[config.mk]
export PLATFORM = sky130hd
export DESIGN_NAME = spi_xfer_ctrl_flat
export DESIGN_NICKNAME = d
export VERILOG_FILES = /design/src/rtl/spi_xfer_ctrl_if.sv /design/src/rtl/spi_xfer_ctrl.sv /design/src/flat_wrapper.sv
export SDC_FILE = /design/constraint.sdc
export NUM_CORES = 1
export LEC_CHECK = 0
export BUFFER_PORTS_ARGS = -buffer_cell sky130_fd_sc_hd__buf_4
export CAP_MARGIN = 20
export CORE_MARGIN = 8
export CORE_UTILIZATION = 41
export DETAILED_ROUTE_END_ITERATION = 16
export PLACE_DENSITY = 0.65
export SETUP_SLACK_MARGIN = 0.4
export SLEW_MARGIN = 5
export SYNTH_ARGS = -nofsm -noshare
export SYNTH_HDL_FRONTEND = slang
export SYNTH_SLANG_ARGS = --single-unit
[constraint.sdc]
create_clock -name clk -period 6.1 [get_ports clk]
set_clock_uncertainty 0.15 [all_clocks]
set_input_delay 0.61 -clock clk [delete_from_list [all_inputs] [get_ports clk]]
set_output_delay 0.61 -clock clk [all_outputs]
set_load 0.01 [all_outputs]
[src/rtl/spi_xfer_ctrl_if.sv]
// Host-side byte handshake of the SPI transaction sequencer.
// The slave modport is the sequencer and the master modport is the host logic.
interface spi_xfer_ctrl_if #(
    parameter int LEN_W = 4
);
    logic             start_i;
    logic             rw_i;
    logic [7:0]       addr_i;
    logic [LEN_W-1:0] len_i;
    logic [7:0]       wr_data_i;
    logic             wr_ready_o;
    logic [7:0]       rd_data_o;
    logic             rd_valid_o;
    logic             busy_o;
    logic             done_o;

    modport master (
        output start_i, rw_i, addr_i, len_i, wr_data_i,
        input  wr_ready_o, rd_data_o, rd_valid_o, busy_o, done_o
    );

    modport slave (
        input  start_i, rw_i, addr_i, len_i, wr_data_i,
        output wr_ready_o, rd_data_o, rd_valid_o, busy_o, done_o
    );
endinterface

[src/rtl/spi_xfer_ctrl.sv]
// SPI mode-0 master sequencer for ADXL362 register accesses: one frame of
// [cmd][addr][len data bytes] per accepted start, MSB first, byte-level host handshake.
module spi_xfer_ctrl #(
    parameter int CLK_DIV = 4,
    parameter int LEN_W   = 4
) (
    input  logic           clk,
    input  logic           rst,
    spi_xfer_ctrl_if.slave host,
    output logic           sclk_o,
    output logic           ncs_o,
    output logic           mosi_o,
    input  logic           miso_i
);
    localparam int               DIV_W    = (CLK_DIV > 1) ? $clog2(CLK_DIV) : 1;
    localparam logic [DIV_W-1:0] DIV_LAST = DIV_W'(CLK_DIV - 1);
    localparam logic [DIV_W-1:0] DIV_ONE  = DIV_W'(1);
    localparam logic [DIV_W-1:0] DIV_ZERO = {DIV_W{1'b0}};
    localparam logic [LEN_W:0]   BYTE_ZERO = {(LEN_W+1){1'b0}};
    localparam logic [LEN_W:0]   BYTE_ONE  = (LEN_W+1)'(1);
    localparam logic [LEN_W:0]   BYTE_TWO  = (LEN_W+1)'(2);
    localparam logic [LEN_W-1:0] LEN_ZERO  = {LEN_W{1'b0}};
    localparam logic [7:0]       CMD_WR   = 8'h0A;
    localparam logic [7:0]       CMD_RD   = 8'h0B;

    typedef enum logic [2:0] {
        S_IDLE  = 3'd0,
        S_SETUP = 3'd1,
        S_SHIFT = 3'd2,
        S_HOLD  = 3'd3,
        S_GAP   = 3'd4
    } state_t;

    state_t           state_q;
    logic [DIV_W-1:0] div_q;
    logic [2:0]       bit_q;
    logic [LEN_W:0]   byte_q;
    logic [LEN_W-1:0] len_q;
    logic             rw_q;
    logic [7:0]       addr_q;
    logic [6:0]       tx_q;
    logic [6:0]       rx_q;
    logic             sclk_q;
    logic             ncs_q;
    logic             mosi_q;
    logic             busy_q;
    logic             done_q;
    logic             wr_ready_q;
    logic             rd_valid_q;
    logic [7:0]       rd_data_q;

    logic             div_last_s;
    logic [DIV_W-1:0] div_nxt_s;
    logic             sclk_nxt_s;
    logic             last_byte_s;
    logic [7:0]       next_tx_s;
    logic [7:0]       rx_byte_s;
    logic             wr_load_next_s;

    // Divider/bit decode; wr_ready is raised one cycle ahead so it coincides with the byte-load cycle
    always_comb begin
        div_last_s     = (div_q == DIV_LAST);
        div_nxt_s      = div_last_s ? DIV_ZERO : (div_q + DIV_ONE);
        sclk_nxt_s     = div_last_s ? ~sclk_q : sclk_q;
        last_byte_s    = (byte_q == ({1'b0, len_q} + BYTE_ONE));
        next_tx_s      = (byte_q == BYTE_ZERO) ? addr_q
                                               : (rw_q ? 8'h00 : host.wr_data_i);
        rx_byte_s      = {rx_q, miso_i};
        wr_load_next_s = (state_q == S_SHIFT) && (bit_q == 3'd7) && !rw_q
                         && (byte_q != BYTE_ZERO) && !last_byte_s
                         && sclk_nxt_s && (div_nxt_s == DIV_LAST);
    end

    // Transaction FSM with all outputs registered
    always_ff @(posedge clk) begin
        if (rst) begin
            state_q    <= S_IDLE;
            div_q      <= DIV_ZERO;
            bit_q      <= 3'd0;
            byte_q     <= BYTE_ZERO;
            len_q      <= LEN_ZERO;
            rw_q       <= 1'b0;
            addr_q     <= 8'h00;
            tx_q       <= 7'h00;
            rx_q       <= 7'h00;
            sclk_q     <= 1'b0;
            ncs_q      <= 1'b1;
            mosi_q     <= 1'b0;
            busy_q     <= 1'b0;
            done_q     <= 1'b0;
            wr_ready_q <= 1'b0;
            rd_valid_q <= 1'b0;
            rd_data_q  <= 8'h00;
        end else begin
            wr_ready_q <= wr_load_next_s;
            rd_valid_q <= 1'b0;
            done_q     <= 1'b0;
            case (state_q)
                S_IDLE: begin
                    div_q  <= DIV_ZERO;
                    bit_q  <= 3'd0;
                    byte_q <= BYTE_ZERO;
                    sclk_q <= 1'b0;
                    mosi_q <= 1'b0;
                    if (host.start_i && (host.len_i != LEN_ZERO)) begin
                        rw_q    <= host.rw_i;
                        addr_q  <= host.addr_i;
                        len_q   <= host.len_i;
                        tx_q    <= host.rw_i ? CMD_RD[6:0] : CMD_WR[6:0];
                        mosi_q  <= host.rw_i ? CMD_RD[7] : CMD_WR[7];
                        ncs_q   <= 1'b0;
                        busy_q  <= 1'b1;
                        state_q <= S_SETUP;
                    end else begin
                        ncs_q  <= 1'b1;
                        busy_q <= 1'b0;
                    end
                end
                S_SETUP: begin
                    div_q <= div_nxt_s;
                    if (div_last_s) begin
                        state_q <= S_SHIFT;
                    end
                end
                S_SHIFT: begin
                    div_q <= div_nxt_s;
                    if (div_last_s) begin
                        sclk_q <= ~sclk_q;
                        if (!sclk_q) begin
                            // Rising sclk: sample; only data bytes of a read reach the host
                            rx_q <= rx_byte_s[6:0];
                            if ((bit_q == 3'd7) && rw_q && (byte_q >= BYTE_TWO)) begin
                                rd_data_q  <= rx_byte_s;
                                rd_valid_q <= 1'b1;
                            end
                        end else if (bit_q == 3'd7) begin
                            bit_q <= 3'd0;
                            if (last_byte_s) begin
                                mosi_q  <= 1'b0;
                                state_q <= S_HOLD;
                            end else begin
                                byte_q <= byte_q + BYTE_ONE;
                                tx_q   <= next_tx_s[6:0];
                                mosi_q <= next_tx_s[7];
                            end
                        end else begin
                            bit_q  <= bit_q + 3'd1;
                            tx_q   <= {tx_q[5:0], 1'b0};
                            mosi_q <= tx_q[6];
                        end
                    end
                end
                S_HOLD: begin
                    div_q <= div_nxt_s;
                    if (div_last_s) begin
                        ncs_q   <= 1'b1;
                        done_q  <= (DIV_LAST == DIV_ZERO);
                        state_q <= S_GAP;
                    end
                end
                S_GAP: begin
                    div_q  <= div_nxt_s;
                    done_q <= !div_last_s && (div_nxt_s == DIV_LAST);
                    if (div_last_s) begin
                        busy_q  <= 1'b0;
                        byte_q  <= BYTE_ZERO;
                        state_q <= S_IDLE;
                    end
                end
                default: begin
                    div_q   <= DIV_ZERO;
                    sclk_q  <= 1'b0;
                    ncs_q   <= 1'b1;
                    mosi_q  <= 1'b0;
                    busy_q  <= 1'b0;
                    state_q <= S_IDLE;
                end
            endcase
        end
    end

    assign sclk_o          = sclk_q;
    assign ncs_o           = ncs_q;
    assign mosi_o          = mosi_q;
    assign host.wr_ready_o = wr_ready_q;
    assign host.rd_data_o  = rd_data_q;
    assign host.rd_valid_o = rd_valid_q;
    assign host.busy_o     = busy_q;
    assign host.done_o     = done_q;
endmodule

[src/flat_wrapper.sv]
// flat-port wrapper written by rule: the top's interface ports become plain ports
module spi_xfer_ctrl_flat 
#(
    parameter int CLK_DIV = 4,
    parameter int LEN_W   = 4
)
  (clk, rst, sclk_o, ncs_o, mosi_o, miso_i, host_start_i, host_rw_i, host_addr_i, host_len_i, host_wr_data_i, host_wr_ready_o, host_rd_data_o, host_rd_valid_o, host_busy_o, host_done_o);
  spi_xfer_ctrl_if #(.LEN_W(LEN_W)) host_i ();
  input  logic clk;
  input  logic rst;
  output logic sclk_o;
  output logic ncs_o;
  output logic mosi_o;
  input  logic miso_i;
  input wire logic [$bits(host_i.start_i)-1:0] host_start_i;
  input wire logic [$bits(host_i.rw_i)-1:0] host_rw_i;
  input wire logic [$bits(host_i.addr_i)-1:0] host_addr_i;
  input wire logic [$bits(host_i.len_i)-1:0] host_len_i;
  input wire logic [$bits(host_i.wr_data_i)-1:0] host_wr_data_i;
  output wire logic [$bits(host_i.wr_ready_o)-1:0] host_wr_ready_o;
  output wire logic [$bits(host_i.rd_data_o)-1:0] host_rd_data_o;
  output wire logic [$bits(host_i.rd_valid_o)-1:0] host_rd_valid_o;
  output wire logic [$bits(host_i.busy_o)-1:0] host_busy_o;
  output wire logic [$bits(host_i.done_o)-1:0] host_done_o;
  assign host_i.start_i = host_start_i;
  assign host_i.rw_i = host_rw_i;
  assign host_i.addr_i = host_addr_i;
  assign host_i.len_i = host_len_i;
  assign host_i.wr_data_i = host_wr_data_i;
  assign host_wr_ready_o = host_i.wr_ready_o;
  assign host_rd_data_o = host_i.rd_data_o;
  assign host_rd_valid_o = host_i.rd_valid_o;
  assign host_busy_o = host_i.busy_o;
  assign host_done_o = host_i.done_o;
  spi_xfer_ctrl #(.CLK_DIV(CLK_DIV), .LEN_W(LEN_W)) u_core (.clk(clk), .rst(rst), .host(host_i), .sclk_o(sclk_o), .ncs_o(ncs_o), .mosi_o(mosi_o), .miso_i(miso_i));
endmodule
==> results of run 1 <==
## per-layer routing
metal  wire length, um  global-route usage  vias to the layer above
li1                  -                   -                     1158
met1              2820               0.145                     1060
met2              2640               0.197                       31
met3               237              0.0334                        5
met4                59              0.0373                        0
met5                 0                   0                        -
## report_power, final
group	internal, mW	switching [mW]
sequential	0.369	0.00950
clock	0.0824	0.124
combinational	0.0301	0.0345
## flip-flops by register name (all words and copies together), names as in the netlist, 2 cells and up
name and cells:
u_core.addr_q 8, u_core.div_q 2, u_core.len_q 4, u_core.state_q 3
u_core.rx_q 7, u_core.bit_q 3, u_core.tx_q 7, u_core.byte_q 5
u_core.host.rd_data_o 8
## worst paths after layout
path | from | endpoint | depth (start not counted)
worst min register to register | u_core.addr_q[6]$_SDFFE_PP0P_ | u_core.addr_q[6]$_SDFFE_PP0P_ | 2
worst max-delay path | u_core.div_q[1]$_SDFF_PP0_ | u_core.host.rd_data_o[4]$_SDFFE_PP0P_ | 6
worst max register to register | u_core.div_q[1]$_SDFF_PP0_ | u_core.host.rd_data_o[4]$_SDFFE_PP0P_ | 6
worst min-delay path | u_core.addr_q[6]$_SDFFE_PP0P_ | u_core.addr_q[6]$_SDFFE_PP0P_ | 2
## layout make-up
type,instances,area (um^2),share of cell area
multi-input combinational,234,1480,0.479
sequential,55,1100,0.356
timing repair buffer,39,293,0.0947
tap,77,96.3,0.0312
clock buffer,5,68.8,0.0223
inverter,7,26.3,0.00850
clock inverter,3,25.0,0.00809
## kinds of logic after synthesis
| group | share of synthesized area |
|---|---|
| xor gates and xnor gates | 0.0284 |
| DFF | 0.403 |
| and+or+nand+nor | 0.230 |
| muxes | 0.0586 |
| adders and majority gates | 0.0412 |
| AOI/OAI and AO/OA | 0.184 |
| buffers and inverters | 0.0558 |
## synth_stat cells, types with 2 or more instances
cell      count
nor2_1       42
o21ai_0       5
inv_1         6
nor3_1        9
a211oi_1      2
nor4_1        2
dfxtp_1      55
nand3_1       6
xnor2_1       4
nand2_1      45
buf_6         3
a22oi_1       3
buf_4         2
a2111o_1      4
buf_2         5
clkbuf_1     13
nor3b_1      10
xor2_1        3
a22o_1        2
a21o_1        2
or3_1         2
mux2i_1      16
a21oi_1      37
ha_1          9
o21bai_1      3
## critical path, cell delays in order, from the launching register on
cell and delay (ns):
dfxtp_1 0.37, ha_1 0.39, nand2_1 0.19, nor4_4 0.51, and4_1 0.63, mux2i_1 0.25
nor2_1 0.06
==> flow_metrics.py, run 1 <==
metrics = {
    "run_status": {
        "outcome": "finished clean",
    },
    "worst_setup_path": {
        "critPathKind": "reg -> reg",
        "end_kind": "register",
        "path_max_fanout": 11,
        "arrival_ns": 2.72,
        "start_kind": "register",
        "reg2reg_slack_ns": 3.42,
        "cp.required_ns": 6.14,
    },
    "power_and_ir_drop": {
        "power_leakage_nw": 1.18,
        "total_power_uw": 649,
        "powerDensity_nw_per_um2": 210,
        "ir_worst_vdd_v": 0.000120,
    },
    "timing": {
        "hold_ws_ns": 0.311,
        "setup_viol_count_final": 0,
        "fin_crit_sh": 0.439,
        "finalMaxSlewViolations": 0,
        "fmax_mhz": 373,
        "fin_crit_ns": 2.68,
        "worst_pin_slew_ns": 0.845,
        "fin_setup_tns_ns": 0,
        "final_hold_viol_count": 0,
        "maxSlewHeadroom": 0.434,
        "grt_setup_unrepaired": "no",
        "setup_slack_ns": 3.42,
    },
    "global_routing": {
        "grt_pass1_wl_um": 9790,
        "grt.total_usage": 0.119,
        "first_global_vias": 2150,
        "grt_antenna_before_repair": 0,
        "grt_max_degree": 57,
        "grt.overflow.total": 0,
    },
    "clock_tree": {
        "cts_buffer_depth": 2,
        "clock-sinks": 55,
        "h-tree-depth": 2,
        "worstSkewPairLatency_ns": 0.31,
        "cts_root_buf": "clkbuf_8",
        "cts_tree": "yes",
        "holdBufCountCts": 0,
        "cts_resized": 0,
        "post-cts-setup-buffers": 0,
        "cts_buffers": 5,
        "clkTransAtPathRegs_ns": 0.10,
    },
    "finish": {
        "syn_to_final_growth_pct": 13.0,
        "layout_common_cells": "55 x dfxtp_1, 45 x nand2_1, 42 x nor2_1, 39 x buf_4, 37 x a21oi_1",
        "final_common_cell": "dfxtp_1",
        "n_antenna_cell": 0,
        "nets": 376,
        "instances_no_fill": 420,
        "num-fill-cells": 636,
        "drive_gt1_frac": 0.163,
        "finalInstanceArea_um2": 3090,
        "final_util": 0.484,
    },
    "detailed_routing": {
        "wire_per_inst_um": 13.7,
        "drc": 0,
        "drt_iter0_drc": 92,
        "ant_nets": 0,
        "drt-vias-per-instance": 5.37,
        "totalWireLength_um": 5750,
        "firstDrtPassIters": 4,
        "vias": 2254,
    },
    "placement": {
        "dp_hpwl_um": 4140,
        "dp.cells": 412,
        "placed_area_um2": 3000,
        "numPortBuffers": 39,
        "routabilityCongestion": 0.758,
        "place_ws_ns": 3.41,
    },
    "logic_synthesis": {
        "syn-cell-area_um2": 2740,
        "synth_cells": 320,
        "avgSynthCellArea_um2": 8.55,
        "synth_flop_cell": "dfxtp_1",
        "yosysSeqAreaShare": 0.403,
        "yosysTopAreaCell": "dfxtp_1",
        "postSynth.asyncResetShare": 0,
        "synth-seq-cells": 55,
        "synthDistinctLibCells": 55,
        "syn-num-nets": 354,
        "yosys-top-cells-area": "dfxtp_1 40%, a21oi_1 6.8%, nand2_1 6.2%",
        "yosys_warnings": 0,
        "synth_enable_flop_cells": 0,
        "netlist.area_leader.share": 0.403,
    },
    "floorplan": {
        "die_area_um2": 9540,
        "rows": 29,
        "start_util": 0.428,
        "die_h_um": 97.7,
        "io_pins": 40,
        "fp.coreArea_um2": 6390,
        "die_w_um": 97.7,
    },
    "min_path": {
        "hold_path.class": "reg -> reg",
    },
    "flow_run": {
        "maxCapViolCount": 0,
    },
}
(Power assumes the default switching activity.)
==> run 2: changes to the inputs <==
Clock period 6.1 ns to 2.7 ns, I/O delays scaled along.
==> run 2 against run 1 <==
Via count increased by 3.6%; combinational power increased by 140%; register-to-register slack got worse by 2.9 ns; final cell count increased by 2.9%; sequential share of layout area decreased by 1.3 points; largest cell class unchanged; clock power increased to 2.6 times the previous value.
==> flow_metrics.py, run 2 (same netlist as run 1, synthesis figures left out) <==
metrics = {
    "run_status": {
        "outcome": "finished clean",
    },
    "placement": {
        "numPortBuffers": 39,
        "placed_area_um2": 3050,
        "dp_hpwl_um": 4410,
        "routabilityCongestion": 0.789,
        "place_ws_ns": 0.364,
        "dp.cells": 419,
    },
    "worst_setup_path": {
        "cp_slowest_cell": "dfxtp_2",
        "crit_buf_inv": 1,
        "arrival_ns": 2.25,
        "cpPeakStageDelay_ns": 0.35,
        "cp.required_ns": 2.76,
        "critPathKind": "reg -> reg",
        "end_kind": "register",
        "path_delay_family": "compound AO/OA/AOI/OAI gates",
        "critical_path.cell_chain": "ha_2 > o21ba_2 > a221oi_2 > o2111ai_4 > buf_4 > nand2_1 > nor4_1 > a211o_1",
        "reg2reg_slack_ns": 0.51,
        "start_kind": "register",
        "path_max_fanout": 5,
    },
    "floorplan": {
        "die_area_um2": 9540,
        "die_w_um": 97.7,
        "fp.coreArea_um2": 6390,
        "die_h_um": 97.7,
        "rows": 29,
        "start_util": 0.428,
        "io_pins": 40,
    },
    "timing": {
        "final_hold_viol_count": 0,
        "finalMaxSlewViolations": 0,
        "maxSlewHeadroom": 0.597,
        "setup_slack_ns": 0.507,
        "fin_crit_ns": 2.19,
        "hold_ws_ns": 0.0450,
        "grt_setup_unrepaired": "no",
        "fin_setup_tns_ns": 0,
        "worst_pin_slew_ns": 0.603,
        "fin_crit_sh": 0.812,
        "setup_viol_count_final": 0,
        "fmax_mhz": 456,
    },
    "finish": {
        "n_antenna_cell": 0,
        "multi_input_area_um2": 1500,
        "num-fill-cells": 623,
        "regArea_um2": 1100,
        "layout_common_cells": "52 x dfxtp_1, 51 x buf_4, 45 x nand2_1, 42 x nor2_1, 37 x a21oi_1",
        "finalInstanceArea_um2": 3220,
        "nets": 389,
        "instances_no_fill": 432,
        "syn_to_final_growth_pct": 17.7,
        "final_util": 0.504,
        "drive_gt1_frac": 0.208,
        "final_common_cell": "dfxtp_1",
    },
    "clock_tree": {
        "clkTransAtPathRegs_ns": 0.10,
        "clock-sinks": 55,
        "h-tree-depth": 2,
        "cts_buffer_depth": 2,
        "cts_tree": "yes",
        "cts_buffers": 5,
        "worstSkewPairLatency_ns": 0.31,
        "cts_root_buf": "clkbuf_8",
    },
    "detailed_routing": {
        "drt_iter0_drc": 73,
        "ant_nets": 0,
        "wire_per_inst_um": 14.6,
        "drt-vias-per-instance": 5.41,
        "totalWireLength_um": 6320,
        "firstDrtPassIters": 4,
        "drc": 0,
        "vias": 2336,
    },
    "global_routing": {
        "grt_pass1_wl_um": 10400,
        "first_global_vias": 2234,
        "grt.overflow.total": 0,
        "grt_max_degree": 38,
        "grt.total_usage": 0.129,
        "grt_antenna_before_repair": 0,
    },
    "power_and_ir_drop": {
        "total_power_mw": 1.56,
        "p_switching_uw": 375,
        "combPwrFrac": 0.101,
        "internal_power_mw": 1.18,
        "p_sw_frac": 0.241,
        "clkPwrFrac": 0.349,
        "p_seq_frac": 0.550,
        "powerDensity_nw_per_um2": 483,
        "power_leakage_nw": 1.24,
        "ir_worst_vdd_v": 0.000264,
    },
    "flow_run": {
        "maxCapViolCount": 0,
    },
    "min_path": {
        "hold_path.class": "in -> reg",
    },
}
## run 2: cell count changes in the layout (fill, tap and decap cells not counted), moves of 2 or more
cell / before / now
buf_4: 39 / 51
clkinv_4: 2 / 0
dfxtp_1: 55 / 52
ha_2: 0 / 2
dfxtp_2: 0 / 3
ha_1: 9 / 7
## run 2: power groups by stage
stage | clock network, mW | logic, mW | registers (mW)
after floorplan | 0 | 0.108 | 0.866
after global placement | 0 | 0.147 | 0.873
after detailed placement | 0 | 0.150 | 0.875
after CTS | 0.553 | 0.154 | 0.856
after global routing | 0.586 | 0.174 | 0.860
final | 0.543 | 0.157 | 0.856
## run 2: worst paths after layout
kind | start | end | depth (start not counted)
worst max-delay path | u_core.len_q[0]$_SDFFE_PP0P_ | u_core.byte_q[4]$_SDFFE_PP0P_ | 8
worst min-delay path | host_addr_i[1] | u_core.addr_q[1]$_SDFFE_PP0P_ | 3
worst max register to register | u_core.len_q[0]$_SDFFE_PP0P_ | u_core.byte_q[4]$_SDFFE_PP0P_ | 8
worst min register to register | u_core.tx_q[5]$_SDFFE_PP0P_ | u_core.tx_q[5]$_SDFFE_PP0P_ | 2
## run 2: area by class of cell
class / instances / area share
well taps: 77 / 0.0299
repair buffers: 51 / 0.119
multi-input cells: 235 / 0.467
flip-flops and latches: 55 / 0.343
clock buffers: 5 / 0.0214
clock inverters: 2 / 0.0117
inverters: 7 / 0.00816
## run 2: repair_timing
action | 4_1_cts | 5_1_grt
resized for setup | 0 | 6
hold buffers | 0 | 0
hold endpoints to repair | 0 | 0
setup endpoints to repair | 1 | 16
gates cloned | 0 | 1
setup buffers | 2 | 3
pin swaps | 1 | 1
## run 2: worst reg2reg max path, cell delays in order, from the launching register on
cell and delay (ns):
dfxtp_2 0.35, ha_2 0.21, o21ba_2 0.20, a221oi_2 0.33, o2111ai_4 0.22, buf_4 0.19, nand2_1 0.10, nor4_1 0.06
a211o_1 0.27
## run 2: metal layers
layer	up-vias	part of all wire	global-route usage
met5	-	0	0
met4	0	0.017	0.0501
met3	9	0.035	0.0334
met2	36	0.48	0.218
met1	1110	0.46	0.151
li1	1181	-	-
